File: src/rtl/i2s_tx.sv
// I2S master transmitter: generates BCLK/LRCLK and serialises one stereo
// sample per frame, fed through a one-deep valid/ready holding buffer.
module i2s_tx #(
  parameter int unsigned DATA_W   = 24,
  parameter int unsigned SLOT_W   = 32,
  parameter int unsigned BCLK_DIV = 4
) (
  input  logic              clk,
  input  logic              reset,
  input  logic [DATA_W-1:0] left_in,
  input  logic [DATA_W-1:0] right_in,
  input  logic              in_valid,
  output logic              in_ready,
  output logic              BCLK,
  output logic              LRCLK,
  output logic              DAC_SDATA,
  output logic              frame_start,
  output logic              underrun
);

  localparam int unsigned CNT_W = $clog2(2 * SLOT_W);
  localparam int unsigned DIV_W = (BCLK_DIV > 1) ? $clog2(BCLK_DIV) : 1;

  logic [DIV_W-1:0]  div_cnt_q,   div_cnt_d;
  logic              bclk_q,      bclk_d;
  logic [CNT_W-1:0]  bit_cnt_q,   bit_cnt_d;
  logic              lrclk_q,     lrclk_d;
  logic              sdata_q,     sdata_d;
  logic              fstart_q,    fstart_d;
  logic              urun_q,      urun_d;
  logic              hold_full_q, hold_full_d;
  logic              ready_q,     ready_d;
  logic [DATA_W-1:0] hold_l_q,    hold_l_d;
  logic [DATA_W-1:0] hold_r_q,    hold_r_d;
  logic [DATA_W-1:0] shadow_l_q,  shadow_l_d;
  logic [DATA_W-1:0] shadow_r_q,  shadow_r_d;

  logic              tick;
  logic              fall;
  logic [CNT_W-1:0]  pos;
  logic [DATA_W-1:0] chan;
  logic [DATA_W-1:0] shifted;

  // Next-state: bit clock divider, slot sequencing, frame load and buffer.
  always_comb begin
    div_cnt_d   = div_cnt_q;
    bclk_d      = bclk_q;
    bit_cnt_d   = bit_cnt_q;
    lrclk_d     = lrclk_q;
    sdata_d     = sdata_q;
    fstart_d    = 1'b0;
    urun_d      = 1'b0;
    hold_full_d = hold_full_q;
    hold_l_d    = hold_l_q;
    hold_r_d    = hold_r_q;
    shadow_l_d  = shadow_l_q;
    shadow_r_d  = shadow_r_q;
    pos         = '0;
    chan        = '0;
    shifted     = '0;

    tick = (div_cnt_q == DIV_W'(BCLK_DIV - 1));
    fall = tick & bclk_q;

    div_cnt_d = tick ? '0 : div_cnt_q + DIV_W'(1);
    bclk_d    = tick ? ~bclk_q : bclk_q;

    if (fall) begin
      bit_cnt_d = (bit_cnt_q == CNT_W'(2 * SLOT_W - 1)) ? '0 : bit_cnt_q + CNT_W'(1);
      lrclk_d   = (bit_cnt_d >= CNT_W'(SLOT_W));
      pos       = lrclk_d ? bit_cnt_d - CNT_W'(SLOT_W) : bit_cnt_d;
      chan      = lrclk_d ? shadow_r_q : shadow_l_q;
      // MSB at position 1; position 0 is the I2S one-bit delay
      if (pos >= CNT_W'(1) && pos <= CNT_W'(DATA_W)) begin
        shifted = chan << (pos - CNT_W'(1));
        sdata_d = shifted[DATA_W-1];
      end else begin
        sdata_d = 1'b0;
      end

      if (bit_cnt_d == '0) begin
        fstart_d = 1'b1;
        if (hold_full_q) begin
          shadow_l_d  = hold_l_q;
          shadow_r_d  = hold_r_q;
          hold_full_d = 1'b0;
        end else begin
          urun_d = 1'b1;
        end
      end
    end

    // Accept only when empty, so it never collides with a consuming load
    if (in_valid && !hold_full_q) begin
      hold_l_d    = left_in;
      hold_r_d    = right_in;
      hold_full_d = 1'b1;
    end

    ready_d = ~hold_full_d;
  end

  // State registers with asynchronous active-low reset.
  always_ff @(posedge clk or negedge reset) begin
    if (!reset) begin
      div_cnt_q   <= '0;
      bclk_q      <= 1'b0;
      bit_cnt_q   <= CNT_W'(2 * SLOT_W - 1);
      lrclk_q     <= 1'b1;
      sdata_q     <= 1'b0;
      fstart_q    <= 1'b0;
      urun_q      <= 1'b0;
      hold_full_q <= 1'b0;
      ready_q     <= 1'b1;
      hold_l_q    <= '0;
      hold_r_q    <= '0;
      shadow_l_q  <= '0;
      shadow_r_q  <= '0;
    end else begin
      div_cnt_q   <= div_cnt_d;
      bclk_q      <= bclk_d;
      bit_cnt_q   <= bit_cnt_d;
      lrclk_q     <= lrclk_d;
      sdata_q     <= sdata_d;
      fstart_q    <= fstart_d;
      urun_q      <= urun_d;
      hold_full_q <= hold_full_d;
      ready_q     <= ready_d;
      hold_l_q    <= hold_l_d;
      hold_r_q    <= hold_r_d;
      shadow_l_q  <= shadow_l_d;
      shadow_r_q  <= shadow_r_d;
    end
  end

  assign in_ready    = ready_q;
  assign BCLK        = bclk_q;
  assign LRCLK       = lrclk_q;
  assign DAC_SDATA   = sdata_q;
  assign frame_start = fstart_q;
  assign underrun    = urun_q;

endmodule
File: config.mk
export PLATFORM = sky130hd
export DESIGN_NAME = i2s_tx
export DESIGN_NICKNAME = d
export VERILOG_FILES = /design/src/rtl/i2s_tx.sv
export SDC_FILE = /design/constraint.sdc
export NUM_CORES = 1
export LEC_CHECK = 0
export ABC_AREA = 1
export ABC_CLOCK_PERIOD_IN_PS = 4300
export BUFFER_PORTS_ARGS = -buffer_cell sky130_fd_sc_hd__clkbuf_2
export CORE_MARGIN = 3
export CORE_UTILIZATION = 30
export CTS_BUF_LIST = sky130_fd_sc_hd__clkbuf_8 sky130_fd_sc_hd__clkbuf_16
export DETAILED_ROUTE_END_ITERATION = 8
export GPL_ROUTABILITY_DRIVEN = 1
export PLACE_DENSITY = 0.49
export SLEW_MARGIN = 20
export SYNTH_ARGS = -nofsm -noshare
export SYNTH_HDL_FRONTEND = slang
export SYNTH_SLANG_ARGS = --single-unit
File: constraint.sdc
create_clock -name clk -period 4.3 [get_ports clk]
set_clock_uncertainty 0.05 [all_clocks]
set_input_delay 1.075 -clock clk [delete_from_list [all_inputs] [get_ports clk]]
set_output_delay 1.075 -clock clk [all_outputs]
set_load 0.02 [all_outputs]
; Yosys cells after proc, flatten, opt, wreduce, memory -nomap -nowiden
; Index checks and enable logic that the tools add are counted.
[word_totals]
reg_bits = 111
inputBits = 51
output_inout_bits = 6
elab_cells = 44
[classes]
order_cmp = 3
reduce_logical = 5
mux = 13
n_addsub = 4
shift = 1
eq_ne = 2
n_bitwise = 3
[op_table]
columns = cell, count
row1 = 24-bit 2-to-1 mux, 1
row2 = 24-bit by 6-bit << shifter with 24-bit output, 1
row3 = 6-bit 2-to-1 mux, 2
row4 = 1-bit 2-to-1 mux, 9
row5 = "6-bit by 1-bit adder with 6-bit output, second input constant", 1
row6 = "6-bit equality test, second input constant", 1
row7 = "6-bit by 1-bit greater-or-equal comparator with 1-bit output, second input constant", 1
row8 = "6-bit greater-or-equal comparator, second input constant", 1
row9 = "6-bit by 5-bit less-or-equal comparator with 1-bit output, second input constant", 1
row10 = 6-bit zero test, 1
row11 = "6-bit by 1-bit subtractor with 6-bit output, second input constant", 1
row12 = "6-bit subtractor, second input constant", 1
row13 = 3-bit AND reduction, 1
row14 = "2-bit by 1-bit adder with 2-bit output, second input constant", 1
row15 = "2-bit equality test, second input constant", 1
row16 = 1-bit logical AND, 2
row17 = 2-bit 2-to-1 mux, 1
row18 = 1-bit NOT, 2
row19 = 1-bit AND, 1
row20 = 1-bit zero test, 1

; Depth between registers and ports, before layout
; Gate-level depths: netlist of the first run.
[depth]
depth_word = 7
ltp_mapped = 18
ltp_nobuf = 16

; Least setup slack after synthesis of the first run
; No wires, ideal clock.
[synth_path]
path_kind = input to register
startpoint = in in_valid
endpoint = reg hold_r_q[19]
setup_slack_ns = 2.188
t_arrival_ns = 1.937
required_ns = 4.125
setup_ns = 0.125
path_stages = 3
n_path_buf = 1
cell_sequence = nand2_1 -> buf_1 -> mux2_2
[synth_via]
elab_chain_len = 1
[synth_rtl]
columns = item, line_no
row1 = "start, declared", 12  ; input logic in_valid,
row2 = 1-bit logical AND, 94  ; if (in_valid && !hold_full_q) begin
row3 = "end signal, assigned", 130  ; hold_r_q <= hold_r_d;
row4 = "end, declared", 34  ; logic [DATA_W-1:0] hold_r_q, hold_r_d;
; Every way passes these cells.
; A chain may end at the register's enable or synchronous reset.

; Final worst setup path of the first run
[layout_path]
startpoint = reg bit_cnt_q[0]
endpoint = reg shadow_l_q[22]
[layout_via]
elab_chain_len = 4
word_cells_on_any_way = 5
classes_between = 1 x add/sub / 1 x eq/ne / 1 x mux / 2 x reduce/logical
[layout_rtl]
columns = item, line_no
row1 = "start, declared", 26  ; logic [CNT_W-1:0] bit_cnt_q, bit_cnt_d;
row2 = "start signal, assigned", 108  ; bit_cnt_q <= CNT_W'(2 * SLOT_W - 1);
row3 = "start signal, assigned", 122  ; bit_cnt_q <= bit_cnt_d;
row4 = 6-bit by 1-bit adder with 6-bit output / 6-bit equality test (equally long branches), 69  ; bit_cnt_d = (bit_cnt_q == CNT_W'(2 * SLOT_W - 1)) ? '0 : bit_cnt_q + CNT_W'(1);
row5 = 6-bit 2-to-1 mux (*), 69
row6 = 6-bit zero test (*), 81  ; if (bit_cnt_d == '0) begin
row7 = 3-bit AND reduction (no source line) (*), --
row8 = "end signal, assigned", 131  ; shadow_l_q <= shadow_l_d;
row9 = "end, declared", 35  ; logic [DATA_W-1:0] shadow_l_q, shadow_l_d;
; Every way passes the cells marked *; elsewhere a longest branch is shown, timed or not.

==> metrics.txt, run 1 <==
post-route setup slack=1.193 ns; most numerous cell in the Yosys netlist=nand2_1; RR Startpoint=bit_cnt_q[0]; Syn Area/Cell=9.094 µm²; CTS tree=built; Final GP Congestion=0.8768; CTS Root Cell=clkbuf_16; RSZ-0062 raised after global routing=no; critical path arrival=3.27 ns; Post-Syn Instances=555; core area=16170 µm²; share of synthesized registers carrying an async set or reset=100.0%; run status=finished, final reports clean; maximum clock rate=0.3219 GHz; storage element area=2788 µm²; Max Slew Vio Count=0; DIE AREA=18420 µm²; Synth cell types=31; n_diodes=0; CTS Buffer Depth=2; Num Clock Sinks=111; first-pass GRT wire length=17860 µm; Post-synth top cells=nand2_1, dfrtp_1, nor2_1, inv_1, nand3_1; DRT antenna net count=0; max cap viols=0; post_cts resized=0; Slowest-stage cell, CP=dfstp_2; Starting DRT DRC Count=233; Peak VDD IR=0.2168 mV; pre-CTS setup slack=1.216 ns; CP cell instances=ha_1 -> nand2_2 -> o21ai_1 -> nand2_2 -> nand2_4 -> inv_2 -> nor2_2 -> nand2_2 -> nor2_8 -> inv_4 -> nand2_1 -> o21ai_2; fill cell count=1682; Post-DP HPWL=7491 µm; minimum clock period=3.107 ns; number of nets in the layout=655; CP Class=reg2reg; top cell family by delay on the critical path=simple AND/OR/NAND/NOR gates; Tightest Pin Transition=0.8889 ns; Via-to-Cell Ratio=4.409; gr usage total=12.20%; Power Density=367.7 nW/µm²; most used flip-flop cell after synthesis=dfrtp_1; die width=135.7 µm; data required time of the worst path=4.46 ns; Setup Buffers After CTS=0; final hold viol count=0; cts bufs inserted=9; largest cells by area after synthesis=dfrtp_1, nand2_1, o21ai_2, nor2_1, dfstp_2; Worst Setup SP=bit_cnt_q[0]; Post-Syn Nets=610; drt total wl=10410 µm; clock latency on the worst-skew pair=0.35 ns; Max FO, Critical Path=73; Pleak=2.942 nW; #FFs+latches synth=111; fraction of the yosys area taken by sequential cells=55.23%; multi-input logic area=1878 µm²; WL/cell=12.68 µm; layout cells sized above 1=24.30%; TritonRoute pass-1 iters=4; slowest stage delay, CP=0.59 ns; Setup TNS=0 ns; Die Height=135.7 µm; Final Setup Violations=0; most frequent CP cell=nand2_2; Synth-to-Final Area Change=14.60%; worst hold start=div_cnt_q[0]; WHS=0.3772 ns; grt total ovfl=0; CP bufs+invs=2; CP Capture Type=flop; DRC=0; startpoint types=flop; Port-buffer cells=56; vias=3620; starting density of the core=31.21%; worst hold path type=reg2reg; H-tree Lvls=3; reg2reg setup slack=1.19 ns; EDFF count, synth=0; Max-slew headroom=40.53%; number of global-route vias before repair=3660; cts hold-fix bufs=0; share of the synthesized area in the top cell type=51.07%; Post-Syn Area=5047 µm²; IO Count=57; Yosys top cell by area=dfrtp_1; Synth Warn #=0; clk slew on worst S/H paths=0.07 ns; initial antenna violation count=0; largest net degree at the start of global routing=74; Tcrit/Tclk final=72.25%; Core Rows=46
[cell families (layout without fill, tap and decap cells)]
kind of cell | after synthesis | in the layout | share of synthesized area (%)
adder cells (fa/ha/maj) | 4 | 4 | 0.9916
buffers and inverters | 80 | 130 | 7.610
XOR/XNOR | 3 | 3 | 0.5207
AND/OR/NAND/NOR | 258 | 258 | 21.42
multiplexers | 17 | 17 | 3.793
flip-flops | 111 | 111 | 55.23
AO/OA/AOI/OAI | 82 | 82 | 10.44
[final timing paths]
kind	cells past startpoint	endpoint
setup / recovery	12	shadow_l_q[22]
hold / removal	1	div_cnt_q[0]
setup reg to reg	12	shadow_l_q[22]
hold reg to reg	1	div_cnt_q[0]
max in group asynchronous	2	hold_l_q[7]
min in group asynchronous	1	hold_l_q[19]
[placed cells by master (no fill, tap or decap), types with 3 or more instances in the layout]
master	Yosys	layout
nor2_2	3	3
o21ai_1	3	3
nand2_2	5	6
ha_1	4	4
nand3_1	37	37
inv_2	4	4
nor2_1	57	57
clkbuf_2	0	55
clkbuf_16	0	9
o21ai_0	15	15
dfstp_2	8	8
o21ai_2	30	30
inv_1	51	53
dfrtp_1	103	103
mux2_2	17	17
a21oi_1	33	33
nand2_1	150	149
[registers in the layout, indices dropped and copies added, names as in the netlist]
| signal | count |
|---|---|
| hold_full_q | 1 |
| hold_l_q | 24 |
| div_cnt_q | 2 |
| shadow_r_q | 24 |
| underrun | 1 |
| hold_r_q | 24 |
| in_ready | 1 |
| BCLK | 1 |
| shadow_l_q | 24 |
| LRCLK | 1 |
| DAC_SDATA | 1 |
| bit_cnt_q | 6 |
| frame_start | 1 |
[power by group]
group / total, mW / internal (mW) / switching (mW) / leakage, nW
sequential: 1.11 / 1.10 / 0.0180 / 1.38
clock: 0.902 / 0.537 / 0.365 / 0.168
combinational: 0.111 / 0.0458 / 0.0651 / 1.39
total: 2.13 / 1.68 / 0.448 / 2.94
[area by class of cell]
type | count | area share [%]
Multi-Input combinational cell | 364 | 32.47
Clock buffer | 11 | 4.369
Timing Repair Buffer | 58 | 5.364
Tap cell | 216 | 4.672
Sequential cell | 111 | 48.19
Clock inverter | 5 | 1.255
Inverter | 56 | 3.677
[stage by stage]
step	instances	power [mW]	area, µm²	utilization [%]
floorplan	555	1.185	5047	-
global placement	805	1.246	5459	33.75
CTS	821	2.160	5784	35.77
finish	821	2.127	5784	35.77
detailed placement	805	1.251	5459	33.75
global route	821	2.214	5784	35.77
[routing by layer]
metal	share of wire, %	routed length (µm)	global-route usage, %
met3	4.0	417	2.637
met1	48	4988	16.97
met4	2.1	214	5.263
met2	46	4792	18.36
met5	0	0	0
(Power assumes the default switching activity.)
==> run 2, diff against run 1 <==
- ABC_AREA: 1 -> 0
- ABC_CLOCK_PERIOD_IN_PS: 4300 -> 2810
- PLACE_DENSITY: 0.49 -> 0.5
- clock period: 4.3 -> 2.81 ns (I/O delays scaled with it)
==> run 2 against run 1 <==
  * Sequential power grew 55%
  * Cell area rose by 7.9%
  * Combinational power grew 28%
  * Synthesized cell count is 32% lower
  * Sequential share of layout area fell by 3.5 points
  * Via count down 9.6%
  * Highest routed layer unchanged
==> metrics.txt, run 2 <==
H-tree Lvls=3 (unchanged); CTS Root Cell=clkbuf_16; first-pass GRT wire length=18170 µm (+1.7%); Via-to-Cell Ratio=4.815 (+9.2%); #FFs+latches synth=111 (unchanged); cell area after layout=6242 µm² (+7.9%); number of global-route vias before repair=3369 (-8.0%); layout cells sized above 1=40.65% (+16 points); DRT antenna net count=0 (unchanged); Max FO, Critical Path=7 (-90%); Slowest-stage cell, CP=dfstp_2; DIE AREA=18670 µm² (+1.4%); largest cells by area after synthesis=dfrtp_1, mux2_2, mux2_1, dfstp_2, mux2i_1; CTS tree=built; Synth cell types=62 (+100%); reg2reg setup slack=0.07 ns (-1.13 ns); run status=finished, final reports clean; Die Height=136.6 µm (+0.69%); initial antenna violation count=0 (unchanged); Core Rows=47 (+2.2%); WL/cell=16.16 µm (+27%); n_diodes=0 (unchanged); Post-synth top cells=dfrtp_1, mux2_2, mux2_1, nand2_1, mux2i_1; cts bufs inserted=9 (unchanged); CP cell instances=buf_4 -> inv_2 -> ha_1 -> clkinvlp_4 -> buf_4 -> mux4_2 -> o311a_1 -> a221oi_2; Post-Syn Instances=379 (-32%); Peak VDD IR=0.2957 mV (+36%); fill cell count=1589 (-5.5%); worst hold path type=in2async; drt total wl=10990 µm (+5.5%); Tightest Pin Transition=0.4470 ns (-0.4419 ns); critical path arrival=2.95 ns (-0.32 ns); Yosys top cell by area=dfrtp_1; slowest stage delay, CP=0.59 ns (about the same); Num Clock Sinks=111 (unchanged); Port-buffer cells=56 (unchanged); clk slew on worst S/H paths=0.07 ns (about the same); Final GP Congestion=0.8390 (-4.3%); most common cell after layout, fill and taps aside=dfrtp_1; starting density of the core=30.76% (-0.44 points); clock latency on the worst-skew pair=0.36 ns (about the same); TritonRoute pass-1 iters=4 (unchanged); multi-input logic area=2237 µm² (+19%); startpoint types=flop; fraction of the yosys area taken by sequential cells=54.45% (-0.78 points); Final Setup Violations=0 (unchanged); gr usage total=12.60% (+0.41 points); DRC=0 (unchanged); Synth Warn #=0 (unchanged); most frequent CP cell=buf_4; placed inst area=5788 µm² (+6.0%); vias=3274 (-9.6%); Starting DRT DRC Count=101 (-57%); commonest non-fill, non-tap cells in the layout=dfrtp_1, clkbuf_2, mux2_2, mux2_1, buf_4; CP Class=reg2reg; Tcrit/Tclk final=97.62% (+25 points); Max-slew headroom=70.20% (+30 points); Synth-to-Final Area Change=21.92%; CTS Buffer Depth=2 (unchanged); IO Count=57 (unchanged); most used flip-flop cell after synthesis=dfrtp_1; Post-DP HPWL=8092 µm (+8.0%); largest net degree at the start of global routing=52 (-30%); maximum clock rate=0.3646 GHz (+13%); core area=16640 µm² (+2.9%); share of synthesized registers carrying an async set or reset=100.0% (unchanged); EDFF count, synth=0 (unchanged); fin util=37.51% (+1.7 points); die width=136.6 µm (+0.69%); final hold viol count=0 (unchanged); Post-Syn Nets=434 (-29%); most numerous cell in the Yosys netlist=dfrtp_1; minimum clock period=2.743 ns (-0.3639 ns); Pleak=2.924 nW (-0.63%); Max Slew Vio Count=0 (unchanged); data required time of the worst path=3.02 ns (-1.44 ns); CP Capture Type=flop; WHS=0.2462 ns (-0.1310 ns); Power Density=518.0 nW/µm² (+41%); storage element area=2791 µm² (+0.13%); grt total ovfl=0 (unchanged); share of the synthesized area in the top cell type=50.34% (-0.72 points); Syn Area/Cell=13.51 µm² (+49%); max cap viols=0 (unchanged); number of nets in the layout=510 (-22%); Post-Syn Area=5120 µm² (+1.4%)
## run 2: worst paths after layout
path / from / end / cells past startpoint
worst max-delay path: bit_cnt_q[0] / DAC_SDATA / 8
worst min-delay path: reset / hold_r_q[17] / 1
worst max register to register: bit_cnt_q[0] / DAC_SDATA / 8
worst min register to register: div_cnt_q[0] / div_cnt_q[0] / 1
max in group asynchronous: reset / bit_cnt_q[5] / 2
min in group clk: div_cnt_q[0] / div_cnt_q[0] / 1
## run 2: area by class of cell
cell class,count,share of cell area (%)
tap,220,4.410
inverter,9,0.6013
clock inverter,7,1.563
timing repair buffer,87,9.260
clock buffer,9,3.608
multi-input combinational,237,35.84
sequential,111,44.72
## run 2: routing by layer
| layer | vias to the layer above | part of all wire (%) | track usage [%] |
|---|---|---|---|
| li1 | 1541 | - | - |
| met1 | 1655 | 48 | 17.63 |
| met2 | 63 | 46 | 19.03 |
| met3 | 15 | 3.7 | 3.456 |
| met4 | 0 | 1.8 | 3.919 |
| met5 | - | 0 | 0 |
## run 2: report_power, final
group / switching [mW] / internal [mW]
logic: 0.0560 / 0.0864
clock network: 0.583 / 0.784
registers: 0.0463 / 1.68
total: 0.685 / 2.55
## run 2: cells by family (layout without fill, tap and decap cells)
family / Yosys count / in the layout / synth area share [%]
xor gates and xnor gates: 9 / 9 / 1.539
DFF: 111 / 111 / 54.45
muxes: 113 / 113 / 24.98
and+or+nand+nor: 52 / 52 / 5.670
AOI/OAI and AO/OA: 59 / 59 / 9.213
buffers and inverters: 31 / 112 / 3.177
adders and majority gates: 4 / 4 / 0.9776
## run 2: what timing repair did
action / CTS / global route
endpoints found under the setup margin: 1 / 49
hold buffers: 0 / 0
gates cloned: 0 / 0
setup buffers: 0 / 7
pin swaps: 0 / 3
resized for setup: 1 / 13
hold endpoints to repair: 0 / 0
## run 2: stage by stage
stage	setup WS [ns]	total power, mW	instances	TNS (ns)
after floorplan	0.02441	1.804	379	0
after global placement	0.003908	1.899	657	0
after detailed placement	-0.02014	1.907	657	-0.02014
after CTS	0.02246	3.293	673	0
after global routing	-0.02006	3.388	680	-0.02006
final	0.06701	3.234	680	0
## run 2: critical path: cells and delay by family, from the launching register on
family | cells | cell delay (ns)
adder cells (fa/ha/maj) | 1 | 0.36
AO/OA/AOI/OAI | 2 | 0.57
flip-flops | 1 | 0.59
buffers and inverters | 4 | 0.60
multiplexers | 1 | 0.49
